<file path="src/rtl/dcache_pkg.sv">
// Shared types and default geometry for the write-through data cache.
package dcache_pkg;

   typedef enum logic [1:0] {
      IDLE   = 2'd0,
      REFILL = 2'd1,
      WRITE  = 2'd2,
      WDONE  = 2'd3
   } state_e;

   localparam int DC_LINES  = 16;
   localparam int DC_WPL    = 4;
   localparam int DC_ADDR_W = 32;
   localparam int DC_OFF_W  = $clog2(DC_WPL);
   localparam int DC_IDX_W  = $clog2(DC_LINES);
   localparam int DC_TAG_W  = DC_ADDR_W - DC_IDX_W - DC_OFF_W - 2;

endpackage

</file>
<file path="src/rtl/dcache_array.sv">
// Valid/tag/data storage: combinational read and hit compare, one write port.
module dcache_array
   import dcache_pkg::*;
#(
   parameter int LINES = DC_LINES,
   parameter int WPL   = DC_WPL,
   parameter int OFF_W = DC_OFF_W,
   parameter int IDX_W = DC_IDX_W,
   parameter int TAG_W = DC_TAG_W
) (
   input  logic             clk_i,
   input  logic             clr_i,
   input  logic [IDX_W-1:0] idx_i,
   input  logic [OFF_W-1:0] off_i,
   input  logic [TAG_W-1:0] tag_i,
   output logic [31:0]      rdata_o,
   output logic             hit_o,
   input  logic             wr_word_i,
   input  logic [OFF_W-1:0] wr_off_i,
   input  logic [31:0]      wr_data_i,
   input  logic             set_line_i
);

   logic [LINES-1:0] valid_q;
   logic [TAG_W-1:0] tag_q  [LINES];
   logic [31:0]      data_q [LINES][WPL];

   // Only the valid bits are cleared; tag and data contents are don't-care until revalidated.
   always_ff @(posedge clk_i) begin
      if (clr_i)
         valid_q <= '0;
      else if (set_line_i)
         valid_q[idx_i] <= 1'b1;
   end

   always_ff @(posedge clk_i) begin
      if (set_line_i)
         tag_q[idx_i] <= tag_i;
      if (wr_word_i)
         data_q[idx_i][wr_off_i] <= wr_data_i;
   end

   assign hit_o   = valid_q[idx_i] & (tag_q[idx_i] == tag_i);
   assign rdata_o = data_q[idx_i][off_i];

endmodule

</file>
<file path="src/rtl/dcache_wt.sv">
// Direct-mapped write-through, no-write-allocate data cache with word-serial refill.
module dcache_wt
   import dcache_pkg::*;
#(
   parameter int LINES          = DC_LINES,
   parameter int WORDS_PER_LINE = DC_WPL,
   parameter int ADDR_W         = DC_ADDR_W
) (
   input  logic              clk_i,
   input  logic              reset_i,
   input  logic              cpu_rd_i,
   input  logic              cpu_wr_i,
   input  logic [ADDR_W-1:0] cpu_addr_i,
   input  logic [31:0]       cpu_wdata_i,
   output logic [31:0]       cpu_rdata_o,
   output logic              stall_o,
   output logic              mem_req_o,
   output logic              mem_we_o,
   output logic [ADDR_W-1:0] mem_addr_o,
   output logic [31:0]       mem_wdata_o,
   input  logic              mem_ack_i,
   input  logic [31:0]       mem_rdata_i
);

   localparam int OFF_W = $clog2(WORDS_PER_LINE);
   localparam int IDX_W = $clog2(LINES);
   localparam int TAG_W = ADDR_W - IDX_W - OFF_W - 2;
   localparam logic [OFF_W-1:0] LAST_WORD = OFF_W'(WORDS_PER_LINE - 1);

   logic [OFF_W-1:0] off;
   logic [IDX_W-1:0] idx;
   logic [TAG_W-1:0] tag;
   logic             unused_byte_sel;

   assign off             = cpu_addr_i[OFF_W+1:2];
   assign idx             = cpu_addr_i[OFF_W+IDX_W+1:OFF_W+2];
   assign tag             = cpu_addr_i[ADDR_W-1:OFF_W+IDX_W+2];
   assign unused_byte_sel = ^cpu_addr_i[1:0];

   state_e            state_q, state_d;
   logic [OFF_W-1:0]  cnt_q, cnt_d, cnt_nxt;
   logic              mem_req_q, mem_req_d;
   logic              mem_we_q, mem_we_d;
   logic [ADDR_W-1:0] mem_addr_q, mem_addr_d;
   logic [31:0]       mem_wdata_q, mem_wdata_d;

   logic              stall_c;
   logic [31:0]       rdata_c;
   logic              wr_word_c, set_line_c;
   logic [OFF_W-1:0]  wr_off_c;
   logic [31:0]       wr_data_c;
   logic [31:0]       arr_rdata;
   logic              hit;

   dcache_array #(
      .LINES (LINES),
      .WPL   (WORDS_PER_LINE),
      .OFF_W (OFF_W),
      .IDX_W (IDX_W),
      .TAG_W (TAG_W)
   ) u_array (
      .clk_i      (clk_i),
      .clr_i      (reset_i),
      .idx_i      (idx),
      .off_i      (off),
      .tag_i      (tag),
      .rdata_o    (arr_rdata),
      .hit_o      (hit),
      .wr_word_i  (wr_word_c & ~reset_i),
      .wr_off_i   (wr_off_c),
      .wr_data_i  (wr_data_c),
      .set_line_i (set_line_c & ~reset_i)
   );

   always_ff @(posedge clk_i) begin
      if (reset_i) begin
         state_q     <= IDLE;
         cnt_q       <= '0;
         mem_req_q   <= 1'b0;
         mem_we_q    <= 1'b0;
         mem_addr_q  <= '0;
         mem_wdata_q <= '0;
      end else begin
         state_q     <= state_d;
         cnt_q       <= cnt_d;
         mem_req_q   <= mem_req_d;
         mem_we_q    <= mem_we_d;
         mem_addr_q  <= mem_addr_d;
         mem_wdata_q <= mem_wdata_d;
      end
   end

   assign cnt_nxt = cnt_q + OFF_W'(1);

   // Memory-side outputs are loaded one state ahead so they never depend on mem_ack combinationally.
   always_comb begin
      state_d     = state_q;
      cnt_d       = cnt_q;
      mem_req_d   = mem_req_q;
      mem_we_d    = mem_we_q;
      mem_addr_d  = mem_addr_q;
      mem_wdata_d = mem_wdata_q;
      stall_c     = 1'b0;
      rdata_c     = '0;
      wr_word_c   = 1'b0;
      set_line_c  = 1'b0;
      wr_off_c    = off;
      wr_data_c   = cpu_wdata_i;
      case (state_q)
         IDLE: begin
            if (cpu_wr_i) begin
               stall_c     = 1'b1;
               state_d     = WRITE;
               mem_req_d   = 1'b1;
               mem_we_d    = 1'b1;
               mem_addr_d  = {cpu_addr_i[ADDR_W-1:2], 2'b00};
               mem_wdata_d = cpu_wdata_i;
            end else if (cpu_rd_i) begin
               if (hit) begin
                  rdata_c = arr_rdata;
               end else begin
                  stall_c    = 1'b1;
                  state_d    = REFILL;
                  cnt_d      = '0;
                  mem_req_d  = 1'b1;
                  mem_we_d   = 1'b0;
                  mem_addr_d = {tag, idx, {OFF_W{1'b0}}, 2'b00};
               end
            end
         end
         REFILL: begin
            stall_c = 1'b1;
            if (mem_ack_i) begin
               wr_word_c = 1'b1;
               wr_off_c  = cnt_q;
               wr_data_c = mem_rdata_i;
               if (cnt_q == LAST_WORD) begin
                  set_line_c = 1'b1;
                  state_d    = IDLE;
                  cnt_d      = '0;
                  mem_req_d  = 1'b0;
               end else begin
                  cnt_d      = cnt_nxt;
                  mem_addr_d = {tag, idx, cnt_nxt, 2'b00};
               end
            end
         end
         WRITE: begin
            stall_c = 1'b1;
            if (mem_ack_i) begin
               wr_word_c = hit;
               state_d   = WDONE;
               mem_req_d = 1'b0;
               mem_we_d  = 1'b0;
            end
         end
         WDONE: begin
            // One unstalled cycle lets the pipeline retire the store before IDLE looks at it again.
            state_d = IDLE;
         end
         default: state_d = IDLE;
      endcase
   end

   assign stall_o     = stall_c & ~reset_i;
   assign cpu_rdata_o = reset_i ? 32'd0 : rdata_c;
   assign mem_req_o   = mem_req_q;
   assign mem_we_o    = mem_we_q;
   assign mem_addr_o  = mem_addr_q;
   assign mem_wdata_o = mem_wdata_q;

endmodule

</file>
<file path="config.mk">
export PLATFORM = sky130hd
export DESIGN_NAME = dcache_wt
export DESIGN_NICKNAME = d
export VERILOG_FILES = /design/src/rtl/dcache_pkg.sv /design/src/rtl/dcache_array.sv /design/src/rtl/dcache_wt.sv
export SDC_FILE = /design/constraint.sdc
export NUM_CORES = 2
export LEC_CHECK = 0
export BUFFER_PORTS_ARGS = -buffer_cell sky130_fd_sc_hd__buf_4
export CAP_MARGIN = 10
export CORE_MARGIN = 2
export CORE_UTILIZATION = 40
export DETAILED_ROUTE_END_ITERATION = 10
export HOLD_SLACK_MARGIN = 0.08
export PLACE_DENSITY = 0.6
export SKIP_CTS_REPAIR_TIMING = 1
export SYNTH_ARGS = -nofsm -noshare
export SYNTH_HDL_FRONTEND = slang
export SYNTH_HIERARCHICAL = 1
export SYNTH_SLANG_ARGS = --single-unit
</file>
<file path="constraint.sdc">
create_clock -name clk_i -period 6.5 [get_ports clk_i]
set_input_delay 0.325 -clock clk_i [delete_from_list [all_inputs] [get_ports clk_i]]
set_output_delay 0.325 -clock clk_i [all_outputs]
set_load 0.02 [all_outputs]
</file>
# Word level (Yosys, flattened, before mapping)
# Memories as Yosys holds them, arrays and structs flattened.
# Index checks and enable logic that the tools add are counted.
# totals
reg_bits	86
ramBits	2432
in_bits	101
wordCells	112
n_memories	2
# memory_table
name	words	width	read_ports	rd_clocked_by_memory_dff	write_ports	line	source
u_array.data_q	16	128	1	0	1	dcache_array.sv:26	logic [31:0] data_q [LINES][WPL];
u_array.tag_q	16	24	1	0	1	dcache_array.sv:25	logic [TAG_W-1:0] tag_q [LINES];
# classes
addsub	1
magnitude_cmp	5
n_eq_ne	14
muxes	62
bitwise_logic	8
reduce_logical	13
# op_table
operator	n
$mux W32	15
$mux W128	1
$bmux W32 S2	1
$demux W32 S2	1
$pmux W32 S2	1
$mux W2	13
$eq A24 B24 Y1	1
$mux W1	22
$or A16 B16 Y16	1
$reduce_and A5 Y1	3
$ne A2 B2 Y1 const B	7
$pmux W2 S4	1
$eq A2 B2 Y1 const B	3
$ge A3 B3 Y1 const B	2
$ne A3 B3 Y1 const B	2
$not A2 Y3	2
$pmux W1 S2	3
$reduce_and A6 Y1	1
$lt A4 B5 Y1 const B	1
$and A1 B1 Y1	4
$bmux W1 S4	1
$demux W1 S4	1
$ge A4 B1 Y1 const B	1
$pmux W2 S2	1
12 further kinds	14

# Logic depth before layout (Yosys ltp)
# depth
depth_word	9
mapped_depth	18
mapped_depth_nobuf	11

# Cells and area by module
# Netlist, hierarchy kept.
# by_module_without_submodules
module	n_inst	cells_per_inst	area_each_um2
dcache_array	1	3720	93528.5
dcache_wt	1	413	3298.2

# Worst setup path after synthesis
# OpenSTA, ideal clock, no wires.
# synth_path
kind	in2reg
start	input port cpu_addr_i[5]
end	memory u_array/data_q[2][100] (netlist name), enable pin
t_arrival_ps	5188
t_required_ps	6079
path_slack_ps	891
stages	17
n_path_buf	6
path_cell_list	buf_6 -> buf_4 -> clkbuf_1 -> clkbuf_1 -> mux4_2 -> a22oi_1 -> nand2_1 -> xor2_1 -> nor4_1 -> nand3_1 -> nor4_2 -> a21oi_1 -> nor3_1 -> or3b_2 -> buf_1 -> clkbuf_1 -> nor2_1
# synth_between
elab_chain_cells	8
word_cells_on_any_way	10
# synth_rtl
element	line	source
from (decl)	dcache_wt.sv:13	input logic [ADDR_W-1:0] cpu_addr_i,
$mem_v2 Z16 W24 or $bmux W1 S4 (tied branches)	--	
$eq A24 B24 Y1 or $mux W1 (tied branches)	dcache_array.sv:43	assign hit_o = valid_q[idx_i] & (tag_q[idx_i] == tag_i);
$and A1 B1 Y1 *	dcache_array.sv:43	
via hit	dcache_wt.sv:53	logic hit;
$mux W1 *	dcache_wt.sv:150	if (mem_ack_i) begin
$pmux W1 S2 *	dcache_wt.sv:109	case (state_q)
$and A1 B1 Y1 *	dcache_wt.sv:69	.wr_word_i (wr_word_c & ~reset_i),
$mux W1 *	dcache_array.sv:39	if (wr_word_i)
$mux W128 (not written as such) *	dcache_array.sv:40	data_q[idx_i][wr_off_i] <= wr_data_i;
to (decl)	dcache_array.sv:26	
# The timed path passes the listed nets; every way through them passes the cells marked *. The select of a mux whose other input is x is not followed.

# Worst setup path after layout
# layout_path
start	input port cpu_addr_i[4]
end	output port cpu_rdata_o[22]
# layout_between
word_cells_on_any_way	14
# layout_rtl
element	line	source
$mem_v2 Z16 W24 or $bmux W1 S4 (tied branches)	--	
$eq A24 B24 Y1 or $mux W1 (tied branches)	dcache_array.sv:43	
$and A1 B1 Y1 *	dcache_array.sv:43	
via hit	dcache_wt.sv:53	
$mux W32 *	dcache_wt.sv:119	if (hit) begin
$mux W32 *	dcache_wt.sv:118	end else if (cpu_rd_i) begin
$mux W32 *	dcache_wt.sv:111	if (cpu_wr_i) begin
$mux W32 *	dcache_wt.sv:109	
$mux W32 *	dcache_wt.sv:166	assign cpu_rdata_o = reset_i ? 32'd0 : rdata_c;
to (decl)	dcache_wt.sv:15	output logic [31:0] cpu_rdata_o,
# Marked as above.

==> summary.md <==
| Metric | Value |
|---|---|
| Worst-margin pin slew | `1.24 ns` |
| Chip width | `496 um` |
| Critical path arrival | `5.63 ns` |
| FF-to-FF path depth | `15` |
| Pre-CTS WS | `0.585 ns` |
| MaxCap Viol Count | `0` |
| Initial Utilization | `0.403` |
| CP delay by family, top | `buffers and inverters` |
| Dpl cells | `7461` |
| Final setup fails | `0` |
| Max-slew violations | `0` |
| Antenna viol nets, final | `0` |
| Mapped Area | `about 97000 um^2` |
| Initial antenna violation count | `23` |
| Post-synth top cells | `2432 x edfxtp_1, 766 x mux4_2, 156 x nand2_1, 111 x nor2_1, 92 x clkbuf_1` |
| Syn Area/Cell | `about 23 um^2` |
| Final routed DRC violation total | `0` |
| Fin. Hold Viols | `0` |
| Root Buffer | `clkbuf_16` |
| Vias after detailed routing | `45800` |
| Crit-path cells | `dlygate4sd3_1 > buf_8 > buf_12 > mux4_2 > mux2i_1 > xnor2_1 > o41ai_1 > nand3_1 > nor4_2 > buf_4 > nand2_1 > nor3_4 > buf_4 > buf_4 > and2_1 > buf_4` |
| Area grow syn2layout | `17.5%` |
| Yosys Warn Count | `6` |
| Maximum VDD drop | `0.000252 V` |
| WL final | `243000 um` |
| Chip height | `496 um` |
| First-pass GRT wire length | `between 300000 and 400000 um` |
| Total Routing Usage GR | `0.196` |
| Final period utilization | `0.916` |
| Most common flop cell mapped by yosys | `edfxtp_1` |
| Gpl congestion | `0.806` |
| Final TNS setup | `0 ns` |
| Clock sink total | `2516` |
| Slowest Stage Delay on Critical Path | `0.64 ns` |
| Non-filler cells in the finished layout | `8021` |
| IO Count | `200` |
| Hold slack | `0.241 ns` |
| Row count | `180` |
| Die footprint | `246000 um^2` |
| Post-synth EDFFs | `2432` |
| Worst Hold Depth | `4` |
| Critical Path RT | `just over 6 ns` |
| Leak pwr | `35.7 nW` |
| Nets@finish | `4736` |
| Most numerous cell in the Yosys netlist | `edfxtp_1` |
| RSZ-0062 raised after global routing | `false` |
| Worst Setup Path Type | `in2out` |
| Layout Skew | `0.0960 ns` |
| Critical Path End Type | `primary output` |
| Hold Path Class | `in2reg` |
| Port-buffer cells | `slightly below 200` |
| Synth area leader | `edfxtp_1` |
| Startpoint types | `input pin` |
| Clock latency on the worst-skew pair | `0.94 ns` |
| Clk pin slew, worst setup/hold paths | `0.06 ns` |
| Routed len/inst | `30.3 um` |
| Drt via density | `5.71` |
| Post-synthesis cell count | `4133` |
| TritonCTS Buffers | `281` |
| Number of global-route vias before repair | `46400` |
| Largest net degree at the start of global routing | `148` |
| Status | `finished, final reports clean` |
| DRT Pass-1 Iters | `6` |
| Critical path depth in cells | `16` |
| Flops & latches, synth | `2516` |
| Most frequent CP cell | `buf_4` |
| Setup ws final | `0.549 ns` |
| Power density over cell area | `325 nW/um^2` |
| Share of layout cells above drive strength 1 | `0.339` |
| Slew HR | `0.172` |
| Crit path time final | `between 5 and 6 ns` |
| Register area share after synthesis | `0.772` |
| CTS Buffer Depth | `4` |
| Layout Utilization | `0.473` |
| Top-area cell type share of the netlist area | `0.754` |
| Core Footprint | `241000 um^2` |
| Grt total ovfl | `0` |
| Worst-path fanout max | `76` |
| Netlist cell types | `64` |
| Synth top area cells | `edfxtp_1 75%, mux4_2 18%, dfxtp_1 1.7%` |
| Hpwl dp | `133000 um` |
| CP bufs+invs | `7` |
| H-tree lvl count | `5` |
| FMAX | `0.168 GHz` |
| Number of DRC markers in iteration 0 | `5363` |
| CTS tree | `built` |
| Async set-reset flop share out of synthesis | `0` |
| Slowest CP cell | `buf_8` |
==> metrics by stage <==
step / area [um^2] / power [W]
finish: 114000 / 0.0369
global route: 114000 / 0.0380
CTS: 113000 / 0.0372
detailed placement: 104000 / 0.0218
global placement: 104000 / 0.0217
floorplan: 96800 / 0.0205
==> logic make-up after synthesis <==
| kind of cell | count (synthesis) | share of synthesized area |
|---|---|---|
| AO/OA/AOI/OAI | 129 | 0.00828 |
| XOR/XNOR | 19 | 0.00172 |
| adder cells (fa/ha/maj) | 7 | 0.000905 |
| buffers and inverters | 239 | 0.0117 |
| flip-flops | 2516 | 0.772 |
| multiplexers | 849 | 0.188 |
| other | 1 | 0.0000387 |
| AND/OR/NAND/NOR | 373 | 0.0174 |
==> state kept, by name, summed over array words and instances (netlist names) <==
register	count
u_array/valid_q	16
state_q	2
mem_addr_o	30
mem_req_o	1
mem_wdata_o	32
mem_we_o	1
u_array/tag_q	384
cnt_q	2
u_array/data_q	2048
==> worst reg2reg max path, cell delays in order, from the launching register on <==
cell and delay, ns:
edfxtp_1 0.36, mux4_1 0.51, mux4_2 0.48, xor2_1 0.16, nor2_2 0.16, nand4_1 0.13, or4_1 0.51, nor4_2 0.39
buf_4 0.21, a21oi_1 0.06, nor3_1 0.26, buf_4 0.22, or3b_2 0.49, buf_12 0.19, nor2_4 0.29, buf_12 0.22
==> layer usage <==
metal	vias up	GRT usage	share of wire
li1	18600	-	-
met1	25000	0.287	0.43
met2	1891	0.304	0.47
met3	372	0.0391	0.079
met4	4	0.0502	0.022
met5	-	0	0.00015
==> where the power goes <==
group,internal [W],switching (W)
sequential,0.0184,0.0000735
clock,0.00923,0.00618
combinational,0.00101,0.00203
total,0.0286,0.00829
==> worst paths after layout <==
kind / start / slack, ns / endpoint
min reg2reg: mem_addr_o[24] / 0.46 / mem_addr_o[24]
max: cpu_addr_i[4] / 0.55 / cpu_rdata_o[22]
max reg2reg: u_array/tag_q[5][4] / 1.48 / u_array/data_q[4][124]
min: cpu_wdata_i[29] / 0.24 / mem_wdata_o[29]
==> layout make-up <==
class                      instances  area (um^2)
fill                           19500       127000
clock inverter                   133         1390
timing repair buffer             438         4660
inverter                          12         52.6
tap                             3185         3990
sequential                      2516        74700
multi-input combinational       1379        21500
antenna                            6         15.0
clock buffer                     352         7470
==> layout by cell type, fill, tap and decap left out, types with 36 or more instances in the layout <==
cell and instances:
edfxtp_1 2432, mux4_2 766, clkbuf_16 287, buf_4 274, nand2_1 156, buf_12 94, dfxtp_1 84, a21oi_1 69
dlygate4sd3_1 66, nor2_4 64, clkbuf_1 61, clkinv_1 48, nor2_1 47, mux2i_1 40, and2_1 37, mux2_2 36
No activity file was read; power rests on OpenSTA's default activity.
